===== config.mk =====
export PLATFORM = sky130hd
export DESIGN_NAME = dma_if_64to32
export DESIGN_NICKNAME = d
export VERILOG_FILES = /design/src/rtl/dma_if_64to32_pkg.sv /design/src/rtl/dma_if_64to32.sv
export SDC_FILE = /design/constraint.sdc
export NUM_CORES = 1
export LEC_CHECK = 0
export ABC_AREA = 0
export BUFFER_PORTS_ARGS = -buffer_cell sky130_fd_sc_hd__buf_2
export CORE_ASPECT_RATIO = 0.75
export CORE_MARGIN = 8
export CORE_UTILIZATION = 44
export DETAILED_ROUTE_END_ITERATION = 8
export PLACE_DENSITY = 0.69
export REMOVE_ABC_BUFFERS = 1
export SYNTH_ARGS = -nofsm -noshare
export SYNTH_HDL_FRONTEND = slang
export SYNTH_SLANG_ARGS = --single-unit
export TNS_END_PERCENT = 5

===== constraint.sdc =====
create_clock -name clk -period 2.2 [get_ports clk]
set_clock_uncertainty 0.15 [all_clocks]
set_input_delay 0.44 -clock clk [delete_from_list [all_inputs] [get_ports clk]]
set_output_delay 0.44 -clock clk [all_outputs]
set_load 0.02 [all_outputs]

===== src/rtl/dma_if_64to32_pkg.sv =====
// Shared definitions for the 64-to-32 tohost DMA width converter:
// FSM state encoding and the legal tkeep patterns for a 64-bit beat.
package dma_if_64to32_pkg;

  typedef enum logic [1:0] {
    S_EMPTY = 2'd0,
    S_HI    = 2'd1,
    S_LAST  = 2'd2
  } state_e;

  localparam logic [7:0] KEEP_FULL = 8'hff;
  localparam logic [7:0] KEEP_HALF = 8'h0f;

endpackage


===== src/rtl/dma_if_64to32.sv =====
// Splits 64-bit tohost DMA beats into 32-bit host FIFO words, upper word first,
// sustaining one output word per cycle with registered outputs.
module dma_if_64to32
  import dma_if_64to32_pkg::*;
(
  input  logic        clk,
  input  logic        rst_n,
  input  logic [63:0] s1_axis_tohost_tdata,
  input  logic        s1_axis_tohost_tvalid,
  input  logic [7:0]  s1_axis_tohost_tkeep,
  input  logic        s1_axis_tohost_tlast,
  output logic        s1_axis_tohost_tready,
  output logic [31:0] m1_axis_tohost_tdata,
  output logic        m1_axis_tohost_tvalid,
  output logic [3:0]  m1_axis_tohost_tkeep,
  output logic        m1_axis_tohost_tlast,
  input  logic        m1_axis_tohost_tready,
  output logic        keep_err
);

  state_e      state_q, state_d;
  logic [31:0] m_tdata_q, m_tdata_d;
  logic        m_tvalid_q, m_tvalid_d;
  logic        m_tlast_q, m_tlast_d;
  logic [31:0] lo_reg_q, lo_reg_d;
  logic        lo_last_q, lo_last_d;
  logic        keep_err_q, keep_err_d;
  logic        s_accept;
  logic        half_beat;

  // A new beat can only be taken when the output register is free this cycle.
  assign s1_axis_tohost_tready = (state_q == S_EMPTY) ||
                                 ((state_q == S_LAST) && m1_axis_tohost_tready);
  assign s_accept  = s1_axis_tohost_tvalid && s1_axis_tohost_tready;
  assign half_beat = (s1_axis_tohost_tkeep == KEEP_HALF) && s1_axis_tohost_tlast;

  always_comb begin
    state_d    = state_q;
    m_tdata_d  = m_tdata_q;
    m_tvalid_d = m_tvalid_q;
    m_tlast_d  = m_tlast_q;
    lo_reg_d   = lo_reg_q;
    lo_last_d  = lo_last_q;
    keep_err_d = 1'b0;

    unique case (state_q)
      S_HI: begin
        if (m1_axis_tohost_tready) begin
          m_tdata_d = lo_reg_q;
          m_tlast_d = lo_last_q;
          state_d   = S_LAST;
        end
      end
      S_LAST: begin
        if (m1_axis_tohost_tready && !s_accept) begin
          m_tvalid_d = 1'b0;
          m_tlast_d  = 1'b0;
          state_d    = S_EMPTY;
        end
      end
      default: state_d = S_EMPTY;
    endcase

    // Illegal keep patterns fall back to full-beat handling and are flagged.
    if (s_accept) begin
      m_tvalid_d = 1'b1;
      if (half_beat) begin
        m_tdata_d = s1_axis_tohost_tdata[31:0];
        m_tlast_d = 1'b1;
        state_d   = S_LAST;
      end else begin
        m_tdata_d  = s1_axis_tohost_tdata[63:32];
        m_tlast_d  = 1'b0;
        lo_reg_d   = s1_axis_tohost_tdata[31:0];
        lo_last_d  = s1_axis_tohost_tlast;
        keep_err_d = (s1_axis_tohost_tkeep != KEEP_FULL);
        state_d    = S_HI;
      end
    end
  end

  always_ff @(posedge clk or negedge rst_n) begin
    if (!rst_n) begin
      state_q    <= S_EMPTY;
      m_tdata_q  <= '0;
      m_tvalid_q <= 1'b0;
      m_tlast_q  <= 1'b0;
      lo_reg_q   <= '0;
      lo_last_q  <= 1'b0;
      keep_err_q <= 1'b0;
    end else begin
      state_q    <= state_d;
      m_tdata_q  <= m_tdata_d;
      m_tvalid_q <= m_tvalid_d;
      m_tlast_q  <= m_tlast_d;
      lo_reg_q   <= lo_reg_d;
      lo_last_q  <= lo_last_d;
      keep_err_q <= keep_err_d;
    end
  end

  assign m1_axis_tohost_tdata  = m_tdata_q;
  assign m1_axis_tohost_tvalid = m_tvalid_q;
  assign m1_axis_tohost_tlast  = m_tlast_q;
  assign m1_axis_tohost_tkeep  = m_tvalid_q ? 4'hf : 4'h0;
  assign keep_err              = keep_err_q;

endmodule

# Word level (Yosys, flattened, before mapping)
# Index checks and enable logic that the tools add are counted.
[classes]
n_eq_ne = 6
reduce_logical = 17
n_bitwise = 1
n_mux = 19
[op_table]
columns = ["cell", "count"]
rows = [
  ["$mux W32", 4],
  ["$eq A8 B4 Y1 const B", 1],
  ["$mux W1", 8],
  ["$mux W2", 4],
  ["$ne A8 B8 Y1 const B", 1],
  ["$reduce_and A2 Y1", 4],
  ["$reduce_bool A2 Y1", 4],
  ["$logic_and A1 B1 Y1", 4],
  ["$mux W4", 1],
  ["$pmux W2 S2", 1],
  ["$ne A3 B2 Y1 const B", 1],
  ["$ne A3 B3 Y1 const B", 1],
  ["$reduce_and A3 Y1", 1],
  ["$reduce_bool A3 Y1", 1],
  ["$eq A2 B1 Y1 const B", 1],
  ["$eq A2 B2 Y1 const B", 1],
  ["$logic_not A2 Y1", 1],
  ["$pmux W1 S2", 1],
  ["$logic_not A1 Y1", 1],
  ["$logic_or A1 B1 Y1", 1],
  ["$not A1 Y1", 1],
]
[totals]
reg_bits = 70
inputBits = 77

# Longest topological paths before layout
# Gate-level depths: netlist of the first run.
[depth]
depth_word = 9
depth_mapped = 7

# Worst setup path after synthesis of the first run
# No wires, ideal clock.
[synth_timing]
kind = "input-to-reg"
start = "input port s1_axis_tohost_tkeep[4]"
end = "register lo_reg_q[10]"
path_buffers = 2
required_time_ns = 1.925
setup_time_ns = 0.125
stages = 6
arrival_time_ns = 1.488
slack_ns = 0.437
path_cell_list = "nor3_1 > nand4bb_1 > buf_2 > nand2_4 > buf_4 > mux2_2"
[synth_between]
elab_chain_len = 4
[synth_lines]
columns = ["element", "line_no", "text"]
rows = [
  ["from (decl)", "dma_if_64to32.sv:10", "input logic [7:0] s1_axis_tohost_tkeep,"],
  ["$eq A8 B4 Y1", "dma_if_64to32.sv:35", "assign half_beat = (s1_axis_tohost_tkeep == KEEP_HALF) && s1_axis_tohost_tlast;"],
  ["$logic_and A1 B1 Y1", "dma_if_64to32.sv:35", ""],
  ["$not A1 Y1 (no line)", "--", ""],
  ["$reduce_and A2 Y1 (no line)", "--", ""],
  ["to (signal assigned)", "dma_if_64to32.sv:96", "lo_reg_q <= lo_reg_d;"],
  ["to (decl)", "dma_if_64to32.sv:25", "logic [31:0] lo_reg_q, lo_reg_d;"],
]
# No other way between the ends.
# A chain may end at the register's enable or synchronous reset.

# Worst setup path in the final report of the first run
[layout_timing]
start = "register state_q[1]"
end = "output port s1_axis_tohost_tready"
[layout_between]
elab_chain_len = 3
[layout_lines]
columns = ["element", "line_no", "text"]
rows = [
  ["from (decl)", "dma_if_64to32.sv:21", "state_e state_q, state_d;"],
  ["from (signal assigned)", "dma_if_64to32.sv:92", "state_q <= state_d;"],
  ["$eq A2 B2 Y1", "dma_if_64to32.sv:33", "((state_q == S_LAST) && m1_axis_tohost_tready);"],
  ["$logic_and A1 B1 Y1", "dma_if_64to32.sv:33", ""],
  ["$logic_or A1 B1 Y1 (*)", "dma_if_64to32.sv:32", "assign s1_axis_tohost_tready = (state_q == S_EMPTY) ||"],
  ["to (decl)", "dma_if_64to32.sv:12", "output logic s1_axis_tohost_tready,"],
]
# Every way passes the cells marked *; elsewhere a longest branch is shown, timed or not.

==> qor.txt, run 1 <==
status: completed
setup bufs post-CTS: 0
Netlist cell types: 36
initial antenna violation count: 0
CP endpoint kind: output pin
Die Wd: 123 µm
Synth Instances: 298
final net count: 482
EDFF count, synth: 0
asr flop ratio synth: 100%
CTS Root Cell: clkbuf_16
I/O Buffers: 116
CTS H-tree lvls: 3
final hold violations: 0
VDD IR-drop max: 759 µV
Die ar.: 11800 µm²
std cell rows: 29
top-area cell type share of the netlist area: 46.5%
Post-Layout Inst Area: 4690 µm²
Synth area leaders: dfrtp_1 47%, a2bb2oi_2 12%, mux2_2 9.3%
Top FF cell, synth: dfrtp_1
Crit Path Class: reg -> out
Clk Latency, worst-skew pair: 0.33 ns
drt drc: 0
final wirelength: 10400 µm
share of cells above drive strength 1: 55.1%
WP data required: 1.61 ns
GP Congestion: 0.740
Area Overhead vs Synth: 24.5%
Max-slew headroom: 69.1%
max incr delay on CP: 0.42 ns
Comb pwr share: 44.6%
Slew Viols, Final: 0
total vias in the final route: 2946
CTS max path bufs: 2
First-pass DRT Iterations: 4
GRT Overall Usage: 18.6%
Avg WL per Cell: 20.0 µm
RSZ-0062 raised after global routing: no
DR vias/cell: 5.69
Yosys reg bits: 70
First DRT Iteration DRCs: 206
Ys Warns: 0
switch share: 36.4%
grt total ovfl: 0
crit path max-delay cell type: dfrtp_1
final core occ: 55.9%
final period utilization: 93.3%
Ports: 117
Static Leakage: 1.96 nW
largest net degree at the start of global routing: 71
CTS tree: yes
CP arrival: 1.46 ns
PD cells: 1400 nW/µm²
final hold slack: 0.207 ns
HP Class: in -> reg
n_diodes: 0
cts bufs inserted: 9
pin slew with the least headroom to its limit: 0.464 ns
Synth area leader: dfrtp_1
CP startpoint kind: flop
Tmin final: 2.05 ns
Core Area: 8380 µm²
CP bufs+invs: 2
crit-path max FO: 17
Seq pwr share: 35.6%
Post-Syn Area per Cell: 12.6 µm²
CTS sink count: 70
P_int: 0.00418 W
Die Y: 96.1 µm
crit-path cells: nor2b_4 -> buf_6 -> nor2_1 -> buf_2
post-DP HPWL: 7220 µm
CP delay by family, top: flip-flops
Post-DRT Antenna Nets: 0
Starting Density: 44.9%
vias in the first global route: 3159
sequential share of the synthesized area: 46.5%
Max-Cap Viols: 0
Setup violations, final: 0
Synth Cell Area: 3760 µm²
Clock Power Share: 19.8%
first-pass GRT wire length: 16900 µm
Post-DP Area: 4410 µm²
Switching Power: 0.00239 W
fmax: 487 MHz
clk slew on worst S/H paths: 0.05 ns
[path summary, 6_finish.rpt]
kind | from | end | slack (ns) | cells past startpoint
worst max-delay path | state_q[1] | s1_axis_tohost_tready | 0.15 | 4
worst min-delay path | s1_axis_tohost_tdata[15] | lo_reg_q[15] | 0.21 | 2
worst max register to register | state_q[1] | m1_axis_tohost_tdata[22] | 0.32 | 5
worst min register to register | lo_reg_q[27] | lo_reg_q[27] | 0.35 | 1
max in group asynchronous | rst_n | lo_reg_q[15] | 1.09 | 3
min in group asynchronous | rst_n | m1_axis_tohost_tdata[19] | 0.52 | 3
[power groups by stage]
| stage | Sequential, W | Clock (W) | Combinational (W) |
|---|---|---|---|
| global placement | 0.00231 | 0 | 0.00290 |
| finish | 0.00234 | 0.00130 | 0.00293 |
| detailed placement | 0.00236 | 0 | 0.00295 |
| global route | 0.00242 | 0.00139 | 0.00314 |
| CTS | 0.00234 | 0.00133 | 0.00296 |
| floorplan | 0.00272 | 0 | 0.00160 |
[routing by layer]
metal  up-vias  GRT usage (%)  share of wire (%)
met5         -              0                  0
met4         0           7.18                1.8
met1      1454           23.9                 46
li1       1365              -                  -
met2       110           28.2                 44
met3        17           6.74                8.8
[final cells by class]
type | count | area, µm²
Clock buffer | 15 | 258
Clock inverter | 1 | 5.00
Fill cell | 719 | 3700
Inverter | 2 | 7.51
Multi-Input combinational cell | 190 | 1770
Sequential cell | 70 | 1750
Tap cell | 108 | 135
Timing Repair Buffer | 132 | 757
[synthesized netlist by cell type (2+ instances only)]
cell,n
nand2b_1,2
buf_6,5
o21ai_1,15
a2bb2oi_1,2
clkbuf_1,10
mux2_2,31
a2bb2oi_2,30
inv_1,2
buf_12,3
o32a_1,32
dfrtp_1,70
o21ai_0,5
nand4_1,2
nand3_1,32
o21ai_2,14
buf_4,8
nor2_1,7
buf_2,10
[state kept, by name, summed over array words and instances, names as in the netlist]
name,cells
state_q,2
lo_reg_q,32
keep_err,1
m1_axis_tohost_tvalid,1
lo_last_q,1
m1_axis_tohost_tlast,1
m1_axis_tohost_tdata,32
[cells by family after synthesis]
| family | after synthesis | share of synthesized area [%] |
|---|---|---|
| AO/OA/AOI/OAI | 104 | 28.0 |
| flip-flops | 70 | 46.5 |
| AND/OR/NAND/NOR | 53 | 8.41 |
| buffers and inverters | 38 | 7.21 |
| multiplexers | 33 | 9.84 |
[metrics by stage]
| step | setup WS (ns) | TNS [ns] | cells | power, W |
|---|---|---|---|---|
| after floorplan | -1.62 | -87.87 | 262 | 0.00432 |
| after global placement | 0.244 | 0 | 501 | 0.00521 |
| after detailed placement | 0.197 | 0 | 501 | 0.00531 |
| after CTS | 0.0787 | 0 | 518 | 0.00664 |
| after global routing | 0.0603 | 0 | 518 | 0.00695 |
| final | 0.146 | 0 | 518 | 0.00657 |
[worst reg2reg max path: stages (launching register included)]
cell	delay, ns
dfrtp_1	0.42
nor2b_4	0.27
or2_2	0.34
buf_4	0.31
o21ai_0	0.14
a2bb2oi_1	0.16
[cells in the final DEF (no fill, tap or decap), types with 2 or more instances in the layout]
| master | n |
|---|---|
| o21ai_0 | 5 |
| a2bb2oi_1 | 2 |
| clkbuf_16 | 9 |
| nand3_1 | 32 |
| nor2_1 | 7 |
| dfrtp_1 | 70 |
| o21ai_2 | 14 |
| mux2_2 | 31 |
| inv_1 | 2 |
| buf_2 | 116 |
| clkbuf_1 | 5 |
| buf_4 | 10 |
| o32a_1 | 32 |
| buf_12 | 4 |
| o21ai_1 | 15 |
| nand4_1 | 2 |
| a2bb2oi_2 | 30 |
[what timing repair did]
item,in CTS,in global routing
hold buffers,1,0
endpoints found under the setup margin,0,1
endpoints found under the hold margin,30,0
resized for setup,0,1
Note: power is estimated with default switching activity, not from simulation.
==> run 2: changes to the inputs <==
clock period = 2.4 ns   (was 2.2 ns; I/O delays follow)
==> run 2 against run 1 <==
Clock power hardly changed. Flip-flop and latch count stayed put. Final cell count is 0.58% lower. Core utilization is 0.19 points lower. Register-to-register slack better by 0.13 ns. Die area stayed put. Cell area is 0.35% lower. Largest power group unchanged. Wire length is 0.51% higher. Clock-buffer cell count is 5 lower. Worst setup slack better by 0.024 ns. Hold slack worse by 0.17 ns. Sequential share of layout area is 0.13 points higher. Highest routed layer unchanged.
==> qor.txt, run 2 (same netlist as run 1, synthesis figures left out) <==
status: completed
multi-input logic area: 1770 µm² (unchanged)
Area Overhead vs Synth: 24.0%
setup bufs post-CTS: 0 (unchanged)
Max-slew headroom: 67.2% (-1.9 points)
total vias in the final route: 2959 (+0.44%)
clk slew on worst S/H paths: 0.06 ns (about the same)
crit-path max FO: 23 (+6)
CP endpoint kind: output pin
Post-DP Area: 4370 µm² (-0.91%)
CTS max path bufs: 2 (unchanged)
CTS sink count: 70 (unchanged)
n_diodes: 0 (unchanged)
flop2flop setup slack: 0.45 ns (+0.13 ns)
Tmin final: 2.23 ns
Setup WS pre-CTS: 0.226 ns (+0.0297 ns)
worst setup slack after layout: 0.171 ns (+0.0242 ns)
share of cells above drive strength 1: 56.3% (+1.1 points)
CTS Hold Buffers Added: 0 (-1)
final net count: 479 (-0.62%)
commonest non-fill, non-tap cells in the layout: 116 x buf_2, 70 x dfrtp_1, 32 x o32a_1, 32 x nand3_1, 31 x mux2_2
initial antenna violation count: 0 (unchanged)
first-pass GRT wire length: 16900 µm (+0.29%)
WP data required: 1.77 ns (+0.16 ns)
grt total ovfl: 0 (unchanged)
PD cells: 1310 nW/µm² (-6.6%)
FILL cells: 750 (+4.3%)
final hold violations: 0 (unchanged)
vias in the first global route: 3230 (+2.2%)
setup TNS after final layout: 0 ns (unchanged)
Core Area: 8380 µm² (unchanged)
final core occ: 55.7% (-0.19 points)
r2r worst-path depth: 5 (unchanged)
post-DP HPWL: 6920 µm (-4.2%)
CTS Root Cell: clkbuf_16
CTS tree: yes
drt drc: 0 (unchanged)
RSZ-0062 raised after global routing: no
Starting Density: 44.9% (unchanged)
First DRT Iteration DRCs: 216 (+4.9%)
Crit Path Class: reg -> out
commonest non-fill, non-tap cell in the layout: buf_2
Post-Layout Inst Area: 4670 µm² (-0.35%)
First-pass DRT Iterations: 4 (unchanged)
fmax: 449 MHz
Worst R2R Start: state_q[0]
CP arrival: 1.60 ns (+0.14 ns)
Clk Latency, worst-skew pair: 0.32 ns (about the same)
HP Class: in -> async
Setup violations, final: 0 (unchanged)
std cell rows: 29 (unchanged)
Avg WL per Cell: 20.2 µm (+1.1%)
final period utilization: 92.9%
Die ar.: 11800 µm² (unchanged)
FF-to-FF End: m1_axis_tohost_tdata[31]
GRT Overall Usage: 18.5% (-0.11 points)
Die Y: 96.1 µm (unchanged)
Post-DRT Antenna Nets: 0 (unchanged)
Critical Path Source: state_q[1]
# resized after CTS: 0 (unchanged)
Slew Viols, Final: 0 (unchanged)
final wirelength: 10400 µm (+0.51%)
VDD IR-drop max: 528 µV (-30%)
Max-Cap Viols: 0 (unchanged)
cts bufs inserted: 9 (unchanged)
pin slew with the least headroom to its limit: 0.492 ns (+0.0282 ns)
Design Power: 0.00611 W (-7.0%)
Static Leakage: 1.96 nW (-0.30%)
CTS H-tree lvls: 3 (unchanged)
I/O Buffers: 116 (unchanged)
largest net degree at the start of global routing: 71 (unchanged)
CP startpoint kind: flop
Die Wd: 123 µm (unchanged)
FF/Latch Area: 1750 µm² (unchanged)
GP Congestion: 0.726 (-1.9%)
Ports: 117 (unchanged)
DR vias/cell: 5.75 (+1.0%)
## run 2: cell types whose count changed in the layout (fill, tap and decap cells not counted)
cell | before | now
buf_6 | 1 | 0
dlygate4sd3_1 | 1 | 0
clkbuf_1 | 5 | 0
clkinv_4 | 0 | 1
bufinv_16 | 0 | 1
clkinvlp_4 | 0 | 1
buf_4 | 10 | 11
clkinv_2 | 1 | 3
buf_12 | 4 | 2
## run 2: final cells by class
| cell class | count | share of cell area, % |
|---|---|---|
| multi-input cells | 190 | 37.9 |
| flip-flops and latches | 70 | 37.5 |
| repair buffers | 129 | 15.1 |
| clock buffers | 10 | 5.12 |
| well taps | 108 | 2.89 |
| clock inverters | 6 | 1.31 |
| inverters | 2 | 0.161 |
## run 2: worst max path at each step
stage               slack, ns                       end
floorplan               -1.46  m1_axis_tohost_tdata[22]
global placement         0.27               lo_reg_q[7]
detailed placement       0.23               lo_reg_q[2]
CTS                      0.16     s1_axis_tohost_tready
global route             0.07     s1_axis_tohost_tready
finish                   0.17     s1_axis_tohost_tready
## run 2: per-layer routing
| metal | share of wire (%) | track usage [%] | wire (µm) |
|---|---|---|---|
| met5 | 0 | 0 | 0 |
| met2 | 46 | 27.9 | 4760 |
| met4 | 0.72 | 5.16 | 75 |
| met1 | 44 | 24.0 | 4540 |
| met3 | 10 | 7.56 | 1040 |
## run 2: worst max-delay path: stages, from the launching register on
cell,delay (ns)
dfrtp_1,0.43
nor2b_4,0.28
buf_4,0.33
nor2_1,0.07
buf_2,0.16
## run 2: per-stage QoR
| step | instances | hold slack, ns |
|---|---|---|
| 2_1_floorplan | 262 | 0.0344 |
| 3_3_place_gp | 499 | 0.322 |
| 3_5_place_dp | 499 | 0.330 |
| 4_1_cts | 515 | 0.0422 |
| 5_1_grt | 515 | 0.0504 |
| 6_report | 515 | 0.0363 |
## run 2: report_power, final
part | internal, W | switching, W | leakage [nW]
logic | 0.00129 | 0.00134 | 1.01
clock network | 0.000829 | 0.000502 | 0.148
registers | 0.00177 | 0.000387 | 0.798
total | 0.00389 | 0.00223 | 1.96
